## src/rtl/axi_rr_arbiter.sv

```systemverilog
// rtl/axi_rr_arbiter.sv - N:1 AXI4 burst arbiter; read and write paths arbitrate independently.
// Build option AXI_ARB_FIXED_PRIO_EN: fixed priority (lowest index wins) instead of round-robin.
module axi_rr_arbiter #(
  parameter int NUM_MASTERS    = 2,
  parameter int AXI_ADDR_WIDTH = 40,
  parameter int AXI_DATA_WIDTH = 256,
  parameter int AXI_ID_WIDTH   = 4
) (
  input  logic                                   clk,
  input  logic                                   rst_n,
  input  logic [NUM_MASTERS*AXI_ID_WIDTH-1:0]    up_awid_i,
  input  logic [NUM_MASTERS*AXI_ADDR_WIDTH-1:0]  up_awaddr_i,
  input  logic [NUM_MASTERS*8-1:0]               up_awlen_i,
  input  logic [NUM_MASTERS*3-1:0]               up_awsize_i,
  input  logic [NUM_MASTERS*2-1:0]               up_awburst_i,
  input  logic [NUM_MASTERS-1:0]                 up_awvalid_i,
  output logic [NUM_MASTERS-1:0]                 up_awready_o,
  input  logic [NUM_MASTERS*AXI_DATA_WIDTH-1:0]  up_wdata_i,
  input  logic [NUM_MASTERS*AXI_DATA_WIDTH/8-1:0] up_wstrb_i,
  input  logic [NUM_MASTERS-1:0]                 up_wlast_i,
  input  logic [NUM_MASTERS-1:0]                 up_wvalid_i,
  output logic [NUM_MASTERS-1:0]                 up_wready_o,
  output logic [AXI_ID_WIDTH-1:0]                up_bid_o,
  output logic [1:0]                             up_bresp_o,
  output logic [NUM_MASTERS-1:0]                 up_bvalid_o,
  input  logic [NUM_MASTERS-1:0]                 up_bready_i,
  input  logic [NUM_MASTERS*AXI_ID_WIDTH-1:0]    up_arid_i,
  input  logic [NUM_MASTERS*AXI_ADDR_WIDTH-1:0]  up_araddr_i,
  input  logic [NUM_MASTERS*8-1:0]               up_arlen_i,
  input  logic [NUM_MASTERS*3-1:0]               up_arsize_i,
  input  logic [NUM_MASTERS*2-1:0]               up_arburst_i,
  input  logic [NUM_MASTERS-1:0]                 up_arvalid_i,
  output logic [NUM_MASTERS-1:0]                 up_arready_o,
  output logic [AXI_ID_WIDTH-1:0]                up_rid_o,
  output logic [AXI_DATA_WIDTH-1:0]              up_rdata_o,
  output logic [1:0]                             up_rresp_o,
  output logic                                   up_rlast_o,
  output logic [NUM_MASTERS-1:0]                 up_rvalid_o,
  input  logic [NUM_MASTERS-1:0]                 up_rready_i,
  output logic [AXI_ID_WIDTH-1:0]                dn_awid_o,
  output logic [AXI_ADDR_WIDTH-1:0]              dn_awaddr_o,
  output logic [7:0]                             dn_awlen_o,
  output logic [2:0]                             dn_awsize_o,
  output logic [1:0]                             dn_awburst_o,
  output logic                                   dn_awvalid_o,
  input  logic                                   dn_awready_i,
  output logic [AXI_DATA_WIDTH-1:0]              dn_wdata_o,
  output logic [AXI_DATA_WIDTH/8-1:0]            dn_wstrb_o,
  output logic                                   dn_wlast_o,
  output logic                                   dn_wvalid_o,
  input  logic                                   dn_wready_i,
  input  logic [AXI_ID_WIDTH-1:0]                dn_bid_i,
  input  logic [1:0]                             dn_bresp_i,
  input  logic                                   dn_bvalid_i,
  output logic                                   dn_bready_o,
  output logic [AXI_ID_WIDTH-1:0]                dn_arid_o,
  output logic [AXI_ADDR_WIDTH-1:0]              dn_araddr_o,
  output logic [7:0]                             dn_arlen_o,
  output logic [2:0]                             dn_arsize_o,
  output logic [1:0]                             dn_arburst_o,
  output logic                                   dn_arvalid_o,
  input  logic                                   dn_arready_i,
  input  logic [AXI_ID_WIDTH-1:0]                dn_rid_i,
  input  logic [AXI_DATA_WIDTH-1:0]              dn_rdata_i,
  input  logic [1:0]                             dn_rresp_i,
  input  logic                                   dn_rlast_i,
  input  logic                                   dn_rvalid_i,
  output logic                                   dn_rready_o
);

  localparam int N  = NUM_MASTERS;
  localparam int AW = AXI_ADDR_WIDTH;
  localparam int DW = AXI_DATA_WIDTH;
  localparam int IW = AXI_ID_WIDTH;
  localparam int SW = AXI_DATA_WIDTH / 8;
  localparam int GW = (N > 1) ? $clog2(N) : 1;

  typedef enum logic [1:0] {W_IDLE, W_ADDR, W_DATA, W_RESP} wstate_e;
  typedef enum logic [1:0] {R_IDLE, R_ADDR, R_DATA} rstate_e;

  wstate_e         wstate_q, wstate_d;
  rstate_e         rstate_q, rstate_d;
  logic [GW-1:0]   wgnt_q, wgnt_d, rgnt_q, rgnt_d;
  logic [GW-1:0]   wwin, rwin;
  logic            w_done, r_done;

`ifdef AXI_ARB_FIXED_PRIO_EN
  function automatic logic [GW-1:0] fp_pick(input logic [N-1:0] req);
    logic [GW-1:0] win;
    win = '0;
    for (int k = N - 1; k >= 0; k--) begin
      if (req[k]) win = GW'(k);
    end
    return win;
  endfunction

  assign wwin = fp_pick(up_awvalid_i);
  assign rwin = fp_pick(up_arvalid_i);
`else
  logic [GW-1:0] wptr_q, wptr_d, rptr_q, rptr_d;

  // Scan from the far end so the last hit is the first requester after ptr.
  function automatic logic [GW-1:0] rr_pick(input logic [N-1:0] req, input logic [GW-1:0] ptr);
    logic [GW-1:0] win;
    int            idx;
    win = ptr;
    for (int k = N; k >= 1; k--) begin
      idx = (int'(ptr) + k) % N;
      if (req[idx]) win = GW'(idx);
    end
    return win;
  endfunction

  assign wwin   = rr_pick(up_awvalid_i, wptr_q);
  assign rwin   = rr_pick(up_arvalid_i, rptr_q);
  assign wptr_d = w_done ? wgnt_q : wptr_q;
  assign rptr_d = r_done ? rgnt_q : rptr_q;

  always_ff @(posedge clk or negedge rst_n) begin
    if (!rst_n) begin
      wptr_q <= GW'(N - 1);
      rptr_q <= GW'(N - 1);
    end else begin
      wptr_q <= wptr_d;
      rptr_q <= rptr_d;
    end
  end
`endif

  // Request payloads follow the registered grant only, so they hold steady under valid.
  assign dn_awid_o    = up_awid_i[wgnt_q*IW +: IW];
  assign dn_awaddr_o  = up_awaddr_i[wgnt_q*AW +: AW];
  assign dn_awlen_o   = up_awlen_i[wgnt_q*8 +: 8];
  assign dn_awsize_o  = up_awsize_i[wgnt_q*3 +: 3];
  assign dn_awburst_o = up_awburst_i[wgnt_q*2 +: 2];
  assign dn_wdata_o   = up_wdata_i[wgnt_q*DW +: DW];
  assign dn_wstrb_o   = up_wstrb_i[wgnt_q*SW +: SW];
  assign dn_wlast_o   = up_wlast_i[wgnt_q];
  assign dn_arid_o    = up_arid_i[rgnt_q*IW +: IW];
  assign dn_araddr_o  = up_araddr_i[rgnt_q*AW +: AW];
  assign dn_arlen_o   = up_arlen_i[rgnt_q*8 +: 8];
  assign dn_arsize_o  = up_arsize_i[rgnt_q*3 +: 3];
  assign dn_arburst_o = up_arburst_i[rgnt_q*2 +: 2];

  assign up_bid_o   = dn_bid_i;
  assign up_bresp_o = dn_bresp_i;
  assign up_rid_o   = dn_rid_i;
  assign up_rdata_o = dn_rdata_i;
  assign up_rresp_o = dn_rresp_i;
  assign up_rlast_o = dn_rlast_i;

  always_comb begin
    wstate_d     = wstate_q;
    wgnt_d       = wgnt_q;
    w_done       = 1'b0;
    up_awready_o = '0;
    up_wready_o  = '0;
    up_bvalid_o  = '0;
    dn_awvalid_o = 1'b0;
    dn_wvalid_o  = 1'b0;
    dn_bready_o  = 1'b0;
    case (wstate_q)
      W_IDLE: begin
        if (|up_awvalid_i) begin
          wgnt_d   = wwin;
          wstate_d = W_ADDR;
        end
      end
      W_ADDR: begin
        dn_awvalid_o         = 1'b1;
        up_awready_o[wgnt_q] = dn_awready_i;
        if (dn_awready_i) wstate_d = W_DATA;
      end
      W_DATA: begin
        dn_wvalid_o         = up_wvalid_i[wgnt_q];
        up_wready_o[wgnt_q] = dn_wready_i;
        if (up_wvalid_i[wgnt_q] && dn_wready_i && up_wlast_i[wgnt_q]) wstate_d = W_RESP;
      end
      W_RESP: begin
        up_bvalid_o[wgnt_q] = dn_bvalid_i;
        dn_bready_o         = up_bready_i[wgnt_q];
        if (dn_bvalid_i && up_bready_i[wgnt_q]) begin
          w_done   = 1'b1;
          wstate_d = W_IDLE;
        end
      end
      default: wstate_d = W_IDLE;
    endcase
  end

  always_comb begin
    rstate_d     = rstate_q;
    rgnt_d       = rgnt_q;
    r_done       = 1'b0;
    up_arready_o = '0;
    up_rvalid_o  = '0;
    dn_arvalid_o = 1'b0;
    dn_rready_o  = 1'b0;
    case (rstate_q)
      R_IDLE: begin
        if (|up_arvalid_i) begin
          rgnt_d   = rwin;
          rstate_d = R_ADDR;
        end
      end
      R_ADDR: begin
        dn_arvalid_o         = 1'b1;
        up_arready_o[rgnt_q] = dn_arready_i;
        if (dn_arready_i) rstate_d = R_DATA;
      end
      R_DATA: begin
        up_rvalid_o[rgnt_q] = dn_rvalid_i;
        dn_rready_o         = up_rready_i[rgnt_q];
        if (dn_rvalid_i && up_rready_i[rgnt_q] && dn_rlast_i) begin
          r_done   = 1'b1;
          rstate_d = R_IDLE;
        end
      end
      default: rstate_d = R_IDLE;
    endcase
  end

  always_ff @(posedge clk or negedge rst_n) begin
    if (!rst_n) begin
      wstate_q <= W_IDLE;
      rstate_q <= R_IDLE;
      wgnt_q   <= '0;
      rgnt_q   <= '0;
    end else begin
      wstate_q <= wstate_d;
      rstate_q <= rstate_d;
      wgnt_q   <= wgnt_d;
      rgnt_q   <= rgnt_d;
    end
  end

endmodule

```

## config.mk

```make
export PLATFORM = sky130hd
export DESIGN_NAME = axi_rr_arbiter
export DESIGN_NICKNAME = d
export VERILOG_FILES = /design/src/rtl/axi_rr_arbiter.sv
export SDC_FILE = /design/constraint.sdc
export NUM_CORES = 1
export LEC_CHECK = 0
export ABC_AREA = 0
export BUFFER_PORTS_ARGS = -buffer_cell sky130_fd_sc_hd__buf_4
export CAP_MARGIN = 20
export CORE_AREA = 2 2 694 696
export CTS_CLUSTER_SIZE = 14
export DETAILED_ROUTE_END_ITERATION = 10
export DIE_AREA = 0 0 696 698
export HOLD_SLACK_MARGIN = 0.03
export PLACE_DENSITY = 0.3
export SLEW_MARGIN = 20
export SYNTH_ARGS = -nofsm -noshare
export SYNTH_HDL_FRONTEND = slang
export SYNTH_SLANG_ARGS = --single-unit
```

## constraint.sdc

```tcl
create_clock -name clk -period 3.5 [get_ports clk]
set_input_delay 0.35 -clock clk [delete_from_list [all_inputs] [get_ports clk]]
set_output_delay 0.35 -clock clk [all_outputs]
set_load 0.01 [all_outputs]
```

Yosys cells after proc, flatten, opt, wreduce, memory -nomap -nowiden
Index checks and enable logic that the tools add are counted.
{"block": "totals", "register_bits": 8, "wordCells": 121, "inputBits": 1092}
{"block": "classes", "n_reduce_logical": 15, "n_bitwise": 9, "add_sub_neg": 4, "multipliers": 4, "n_eq_ne": 12, "n_lt_le_gt_ge": 8, "n_mux": 51, "shift": 12}
{"cell": "indexed part select 512 x 10 -> 256 bit", "count": 1}
{"cell": "indexed part select 80 x 8 -> 40 bit", "count": 2}
{"cell": "indexed part select 64 x 7 -> 32 bit", "count": 1}
{"cell": "2-to-1 mux 1 bit", "count": 35}
{"cell": "indexed part select 16 x 5 -> 8 bit", "count": 2}
{"cell": "2-to-1 mux 2 bit", "count": 12}
{"cell": "indexed part select 8 x 4 -> 4 bit", "count": 2}
{"cell": "inequality test 2 bit (second input constant)", "count": 7}
{"cell": "less-than comparator 2 x 3 -> 1 bit (second input constant)", "count": 4}
{"cell": "indexed part select 6 x 4 -> 3 bit", "count": 2}
{"cell": "bitwise AND 2 bit", "count": 5}
{"cell": "multiplier 1 x 3 -> 4 bit (second input constant)", "count": 2}
{"cell": "one-hot mux 2 bit (4 select lines)", "count": 1}
{"cell": "indexed part select 4 x 3 -> 2 bit", "count": 2}
{"cell": "logical AND 1 bit", "count": 7}
{"cell": "equality test 2 bit (second input constant)", "count": 3}
{"cell": "multiplier 1 x 2 -> 3 bit (second input constant)", "count": 2}
{"cell": "one-hot mux 2 bit (3 select lines)", "count": 1}
{"cell": "adder 1 bit (second input constant)", "count": 4}
{"cell": "bitwise AND 1 bit (first input constant)", "count": 4}
{"cell": "equality test 2 x 1 -> 1 bit (second input constant)", "count": 2}
{"cell": "logical NOT 2 bit", "count": 2}
{"cell": "less-than comparator 1 x 2 -> 1 bit (second input constant)", "count": 2}
{"cell": "AND reduction 2 bit", "count": 2}
{"cell": "other kinds (5)", "count": 8}

Longest topological paths before layout
Gate-level depths: netlist of the first run.
{"block": "logic_depth", "ltp_word": 7, "mapped_depth": 5, "ltp_nobuf": 5}

Worst setup path before layout of the first run
No wires, ideal clock.
{"block": "synth_path", "kind": "reg2reg", "startpoint": "register wstate_q[0]", "endpoint": "register wstate_q[1]", "t_arrival_ns": 1.495, "path_stages_with_launch": 6, "slack_ns": 1.877, "period_less_slack_ns": 1.623, "path_buffers": 0, "cell_sequence": "dfrtp_1 -> inv_1 -> ha_1 -> and3_4 -> a2111oi_4 -> mux2_1"}
{"block": "synth_via", "elab_chain_len": 3}
{"element": "start, declared", "line_no": "81", "source": "wstate_e wstate_q, wstate_d;"}
{"element": "start signal, assigned", "line_no": "230", "source": "wstate_q <= wstate_d;"}
{"element": "equality test 2 bit, or another cell as far along", "line_no": "162", "source": "case (wstate_q)"}
{"element": "inequality test 2 bit (no line)"}
{"element": "AND reduction 4 bit (no line)"}
Several ways; a longest one is shown, not always the timed one.
A chain may end at the register's enable or synchronous reset.

Final worst setup path of the first run
{"block": "layout_path", "startpoint": "register wgnt_q", "endpoint": "output port dn_wdata_o[205]"}
{"block": "layout_via", "elab_chain_len": 1}
{"element": "start, declared", "line_no": "83", "source": "logic [GW-1:0] wgnt_q, wgnt_d, rgnt_q, rgnt_d;"}
{"element": "start signal, assigned", "line_no": "232", "source": "wgnt_q <= wgnt_d;"}
{"element": "indexed part select 512 x 10 -> 256 bit", "line_no": "136", "source": "assign dn_wdata_o = up_wdata_i[wgnt_q*DW +: DW];"}
{"element": "end, declared", "line_no": "47", "source": "output logic [AXI_DATA_WIDTH-1:0] dn_wdata_o,"}
No other way between the ends.

==> impl_results.md, run 1 <==
* Via/cell ratio at 1.58
* DIE HEIGHT at about 700 microns
* Fin crit period at 2.68 ns
* Clock slew at reported path FFs at 0.04 ns
* Starting Density at under 10%
* Largest cells by area after synthesis: mux2_2 61%, buf_4 27%, buf_2 2.4%, dfrtp_1 2.0%, ha_1 0.84%
* First-pass GRT wire length at about 340000 microns
* GP Congestion at 1.01
* Final TNS setup at 0 ns
* Switching Share at 57.6%
* Area leader, netlist: mux2_2
* Design Power at 11.4 mW
* Slew Limit Fails at 0
* Vias in the first global route at roughly 12k
* Clock Latency Late Sink at roughly 0.26 ns
* Hold path cells at 2
* Layout Utilization at slightly below 5%
* Core Area at 0.478 sq mm
* Buffer and inverter count on the worst path at 2
* Final Hold Violating Endpoints at 0
* Clock Tree Root: clkbuf_16
* Longest Clk Path Bufs at 2
* Nets at between 2k and 3k
* Largest net degree at the start of global routing at between 60 and 70
* Top delay family on crit path: buffers and inverters
* Final worst path period share at 76.5%
* Min-delay src: dn_arready_i
* Total iterations of the first detailed-routing run at 5
* Synth Instances at approximately 790
* Post-synthesis sequential area ratio at under 10%
* Warnings, synthesis at 0
* Post_cts resized at 0
* H-tree Lvls at 1
* RSZ-0062 raised after global routing: false
* Port Buffers at about 1.2k
* CP endpoint kind: primary output
* TritonCTS Buffers at 3
* Post-synth EDFFs at 0
* Initial antenna violation count at ~350
* Max Freq at ~370 MHz
* CP cell instances: buf_4 -> mux2_2 -> buf_4
* Crit-path max cell delay at between 0.7 and 0.8 ns
* DRT iter0 DRCs at ~670
* # IOs at 1779
* Final wirelength at roughly 310000 microns
* Post-synthesis simple-gate area fraction at 2.72%
* Seq pwr share at about 3.7%
* Post-Synth XOR/XNOR Area at 0%
* Hold/Removal Path Class: primary input to flop
* Worst r2r src: wgnt_q
* Antenna-violating nets left at 0
* PD cells at 495 mW/mm^2
* Synth cell types at 31
* Outcome: finished, final reports clean
* Register-to-Register Path Depth at 5
* Crit start category: flop
* Die width at 696 microns
* Total clock sinks at 8
* Ys flop type: dfrtp_1
* FF-to-FF setup slack at about 1.2 ns
* Crit path depth at 3
* Synthesized Nets at 1882
* Syn Area/Cell at between 9 and 10 sq um
* Crit. Startpoint: wgnt_q
* Number of synthesized register bits at 8
* Post-Syn Area at between 0.007 and 0.008 sq mm
* Ys async rst share at between 90% and 100%
* Max-cap violation count at 0
* CTS tree: built
* DR vias at approximately 13k
* Clk pwr share at 2.0%
* Cell internal pwr at 4.82 mW
* Crit-path most repeated cell: buf_4
* Worst vdd ir at about 0.23 mV
* # hold bufs at CTS at 1
* Row cnt at 254
* Actual slew at the worst max-slew pin at a little under 1 ns
* # setup viols final at 0
* Die area at about 0.49 sq mm
* Setup bufs post-CTS at 0
* Post-synth top area share at about three fifths
* Share of cells above drive strength 1 at roughly 97%
* Largest family of logic cells by synthesized area: multiplexers
* Slew Limit Headroom at between 30% and 40%
* Dpl hpwl at roughly 300000 microns
* Critical path class: flop to primary output
* Total global routing overflow at 0
* GRT Util Overall at 12.4%
* Switching power at approximately 6.5 mW
* Count leader, synth: mux2_2
* Post-synthesis adder-cell area fraction at less than 1%
* Detailed-route DRC error count at 0
* CP Data Required Time at 3.15 ns
* Comb power frac at a little over nine tenths
* LEAKAGE at ~8 nW
* Max stage delay cell, worst path: dfrtp_4
* Synth-to-layout area growth at 210%
* Commonest cells in the netlist: 404 x mux2_2, 269 x buf_4, 36 x buf_2
* CP arrival at between 2 and 2.5 ns
* Routed length per instance at between 30 and 40 microns
* Post-synthesis compound-gate area fraction at 1.27%
* Mux share of post-synthesis cell area at between 60% and 70%
* Max Clock Skew at roughly 0.00027 ns
* Maximum fanout along the worst path at 20
path summary, 6_finish.rpt:
kind | end
setup / recovery | dn_wdata_o[205]
hold / removal | rstate_q[0]
setup reg to reg | wstate_q[1]
hold reg to reg | rstate_q[0]
max in group asynchronous | rptr_q
min in group asynchronous | wgnt_q
layout make-up:
cell class / count / area (sq um)
Tap cell: 6400 / 8010
Antenna cell: 57 / 143
Multi-Input combinational cell: 459 / 4950
Inverter: 2 / 7.51
Timing Repair Buffer: 1262 / 9550
Fill cell: 56800 / 455000
Sequential cell: 8 / 210
Clock buffer: 3 / 75.1
metrics by stage:
stage | instance area (sq um) | hold slack (ns) | setup WS [ns] | std cells
floorplan | 7410 | 0.0544 | 1.88 | 785
global placement | 22700 | 0.247 | 0.964 | 8130
detailed placement | 22700 | 0.254 | 0.907 | 8130
CTS | 22800 | 0.315 | 0.610 | 8134
global route | 22900 | 0.323 | 0.647 | 8158
finish | 22900 | 0.313 | 0.822 | 8191
per-layer routing:
metal / wire length (microns) / vias up / share of wire (%) / track usage, %
met2: 149000 / 1883 / 47 / 21.1
met5: 1020 / - / 0.32 / 0.277
met1: 100000 / 5737 / 32 / 11.6
met4: 10800 / 130 / 3.4 / 3.18
met3: 54200 / 747 / 17 / 9.60
li1: - / 4472 / - / -
registers in the layout (all words and copies together), names as in the netlist:
name,cells
rstate_q,2
wstate_q,2
rgnt_q,1
rptr_q,1
wgnt_q,1
wptr_q,1
cells by family after synthesis:
| group | count (synthesis) |
|---|---|
| mux | 408 |
| buf+inv | 318 |
| simple gates | 37 |
| compound gates | 9 |
| flops | 8 |
| fa+ha+maj | 5 |
layout by cell type (no fill, tap or decap), types with 3 or more instances in the layout:
master,instances
buf_4,1255
mux2_2,404
diode_2,57
nand2_1,10
nor2b_1,7
nor2_1,7
buf_12,6
and3_1,5
ha_1,5
dfrtp_1,4
mux2i_1,3
clkbuf_16,3
power groups by stage:
stage	Combinational, mW	Clock, mW	Sequential [mW]
global placement	11.1	0	0.439
floorplan	4.34	0	0.171
finish	10.7	0.224	0.425
global route	11.4	0.244	0.465
CTS	11.2	0.250	0.451
detailed placement	11.2	0	0.454
Note: power is estimated with default switching activity, not from simulation.
==> run 2: changes to the inputs <==
--- a/config.mk
+++ b/config.mk
@@ -8,10 +8,10 @@
 export ABC_AREA = 0
 export BUFFER_PORTS_ARGS = -buffer_cell sky130_fd_sc_hd__buf_4
 export CAP_MARGIN = 20
-export CORE_AREA = 2 2 694 696
+export CORE_AREA = 2 2 693 695
 export CTS_CLUSTER_SIZE = 14
 export DETAILED_ROUTE_END_ITERATION = 10
-export DIE_AREA = 0 0 696 698
+export DIE_AREA = 0 0 695 697
 export HOLD_SLACK_MARGIN = 0.03
 export PLACE_DENSITY = 0.3
 export SLEW_MARGIN = 20
==> constraint.sdc (replaced) <==
create_clock -name clk -period 2.22 [get_ports clk]
set_input_delay 0.222 -clock clk [delete_from_list [all_inputs] [get_ports clk]]
set_output_delay 0.222 -clock clk [all_outputs]
set_load 0.01 [all_outputs]
==> impl_results.md, run 2 (synthesized netlist as in run 1, its figures left out) <==
* Max Clock Skew at 0.000519 ns (+0.000249 ns)
* CP arrival at 2.16 ns (-0.17 ns)
* Final wirelength at 281000 microns (-11%)
* Dpl hpwl at 265000 microns (-13%)
* Smallest hold slack at 0.174 ns (-0.138 ns)
* Synth-to-layout area growth at 242%
* Core Area at 0.477 sq mm (-0.13%)
* Final instance area at 0.0253 sq mm (+10%)
* Clock Latency Late Sink at 0.27 ns (about the same)
* Total clock sinks at 8 (unchanged)
* GR Util met1 at 11.9% (+0.26 points)
* CTS tree: built
* GP Congestion at 1.12 (+11%)
* Most frequent cells in the layout: 1106 x buf_4, 259 x mux2_2, 159 x buf_6
* CP Data Required Time at 2.00 ns (-1.15 ns)
* Biggest regs: rstate_q (2), wstate_q (2)
* Fill count at 56.5k (-0.55%)
* Row cnt at 254 (unchanged)
* Antenna-violating nets left at 0 (unchanged)
* Detailed-route DRC error count at 0 (unchanged)
* FF+latch area at 208 sq um (-1.2%)
* DIE HEIGHT at 697 microns (-0.14%)
* Met2 Use GR at 18.2% (-2.9 points)
* Worst vdd ir at 0.609 mV (+160%)
* Final worst path period share at 107%
* Longest Clk Path Bufs at 2 (unchanged)
* Vias in the first global route at 12.7k (+6.4%)
* Hold/Removal Path Class: primary input to flop
* Via/cell ratio at 1.52 (-3.9%)
* Layout Utilization at 5.30% (+0.50 points)
* Setup crit end: dn_wstrb_o[12]
* Port Buffers at 1242 (unchanged)
* Starting Density at 1.55% (+0.0021 points)
* Post-place setup slack at -0.348 ns (-1.26 ns)
* Worst reg2reg endpoint: wstate_q[1]
* Violated checks: setup timing
* Largest net degree at the start of global routing at 29 (-56%)
* Total global routing overflow at 0 (unchanged)
* GRT Util Overall at 11.1% (-1.4 points)
* Area of the multi-input gates at 0.00553 sq mm (+12%)
* Clock slew at reported path FFs at 0.06 ns (+0.02 ns)
* Grt peak-use layer: met2
* Placed cell areas at 0.0229 sq mm (+0.79%)
* Min-delay src: dn_arready_i
* Crit start category: flop
* Actual slew at the worst max-slew pin at 0.628 ns (-0.333 ns)
* Maximum fanout along the worst path at 10 (-50%)
* # IOs at 1779 (unchanged)
* Fin crit period at roughly 2.4 ns
* Most common cell after layout, fill and taps aside: buf_4
* Routed length per instance at 34.2 microns (-11%)
* Clock Tree Root: clkbuf_16
* Worst r2r src: wgnt_q
* Crit. Startpoint: wgnt_q
* DRT iter0 DRCs at 737 (+11%)
* Critical path class: flop to primary output
* Slew Limit Fails at 0 (unchanged)
* Initial antenna violation count at 208 (-41%)
* CP endpoint kind: primary output
* Slew Limit Headroom at 57.3% (+21 points)
* Hold path cells at 2 (unchanged)
* DR vias at 12.5k (-3.4%)
* Outcome: finished, violations left
* Share of cells above drive strength 1 at 96.9% (+0.29 points)
* RSZ-0062 raised after global routing: true
* TritonCTS Buffers at 3 (unchanged)
* Max Freq at 420 MHz
* First-pass GRT wire length at 310000 microns (-9.2%)
* Total iterations of the first detailed-routing run at 5 (unchanged)
* Register-to-Register Path Depth at 5 (unchanged)
* Die width at 695 microns (-0.14%)
* Max-cap violation count at 0 (unchanged)
* Design Power at 24.2 mW (+110%)
* H-tree Lvls at 1 (unchanged)
* FF-to-FF setup slack at 0.24 ns (-1.00 ns)
* LEAKAGE at 9.44 nW (+18%)
* # setup viols final at 88 (+88)
* PD cells at 957 mW/mm^2 (+93%)
* Final Hold Violating Endpoints at 0 (unchanged)
* Die area at 0.484 sq mm (-0.29%)
* Final worst setup slack at -0.161 ns (-0.983 ns)
* Met3 usage at 6.89% (-2.7 points)
* Nets at 2896 (+2.2%)
[run 2: cell count changes in the layout (fill, tap and decap cells not counted), sizes merged]
cell | before | now
buf | 1261 | 1319
bufbuf | 0 | 1
clkbuf | 3 | 7
diode | 57 | 38
[run 2: cell type report]
cell class / count / area share (%)
clock buffers: 3 / 0.297
inverters: 2 / 0.0297
multi-input cells: 459 / 21.9
diodes: 38 / 0.376
repair buffers: 1325 / 45.0
flip-flops and latches: 8 / 0.821
well taps: 6400 / 31.6
[run 2: through the flow]
step | setup TNS (ns) | instances
finish | -4.04 | 8235
global route | -9.51 | 8207
detailed placement | -7.30 | 8152
global placement | -7.48 | 8152
floorplan | 0 | 785
CTS | -16.68 | 8192
[run 2: worst max-delay path: stages (launching register included)]
cell and delay, ns:
dfrtp_4 0.51, buf_12 0.16, buf_16 0.15, buf_16 0.19
mux2_4 0.47, buf_6 0.21
[run 2: worst min-delay path by stage]
stage / to
floorplan: rgnt_q
global placement: rstate_q[0]
detailed placement: rstate_q[0]
CTS: rstate_q[0]
global route: rstate_q[0]
finish: rstate_q[0]
[run 2: repair_timing]
item	4_1_cts	5_1_grt
endpoints found under the setup margin	257	193
hold buffers	1	0
gates cloned	10	4
pin swaps	0	0
hold endpoints to repair	6	0
setup buffers	28	3
resized for setup	320	96
[run 2: layer usage]
layer	vias up	part of all wire, %
met4	100	3.4
met5	-	0.29
met2	1508	46
met1	5910	36
met3	437	15
li1	4579	-
[run 2: report_power, final]
part / internal (mW) / switching (mW)
Clock: 0.239 / 0.159
Sequential: 0.237 / 0.0896
Combinational: 10.4 / 13.1
Total: 10.9 / 13.3
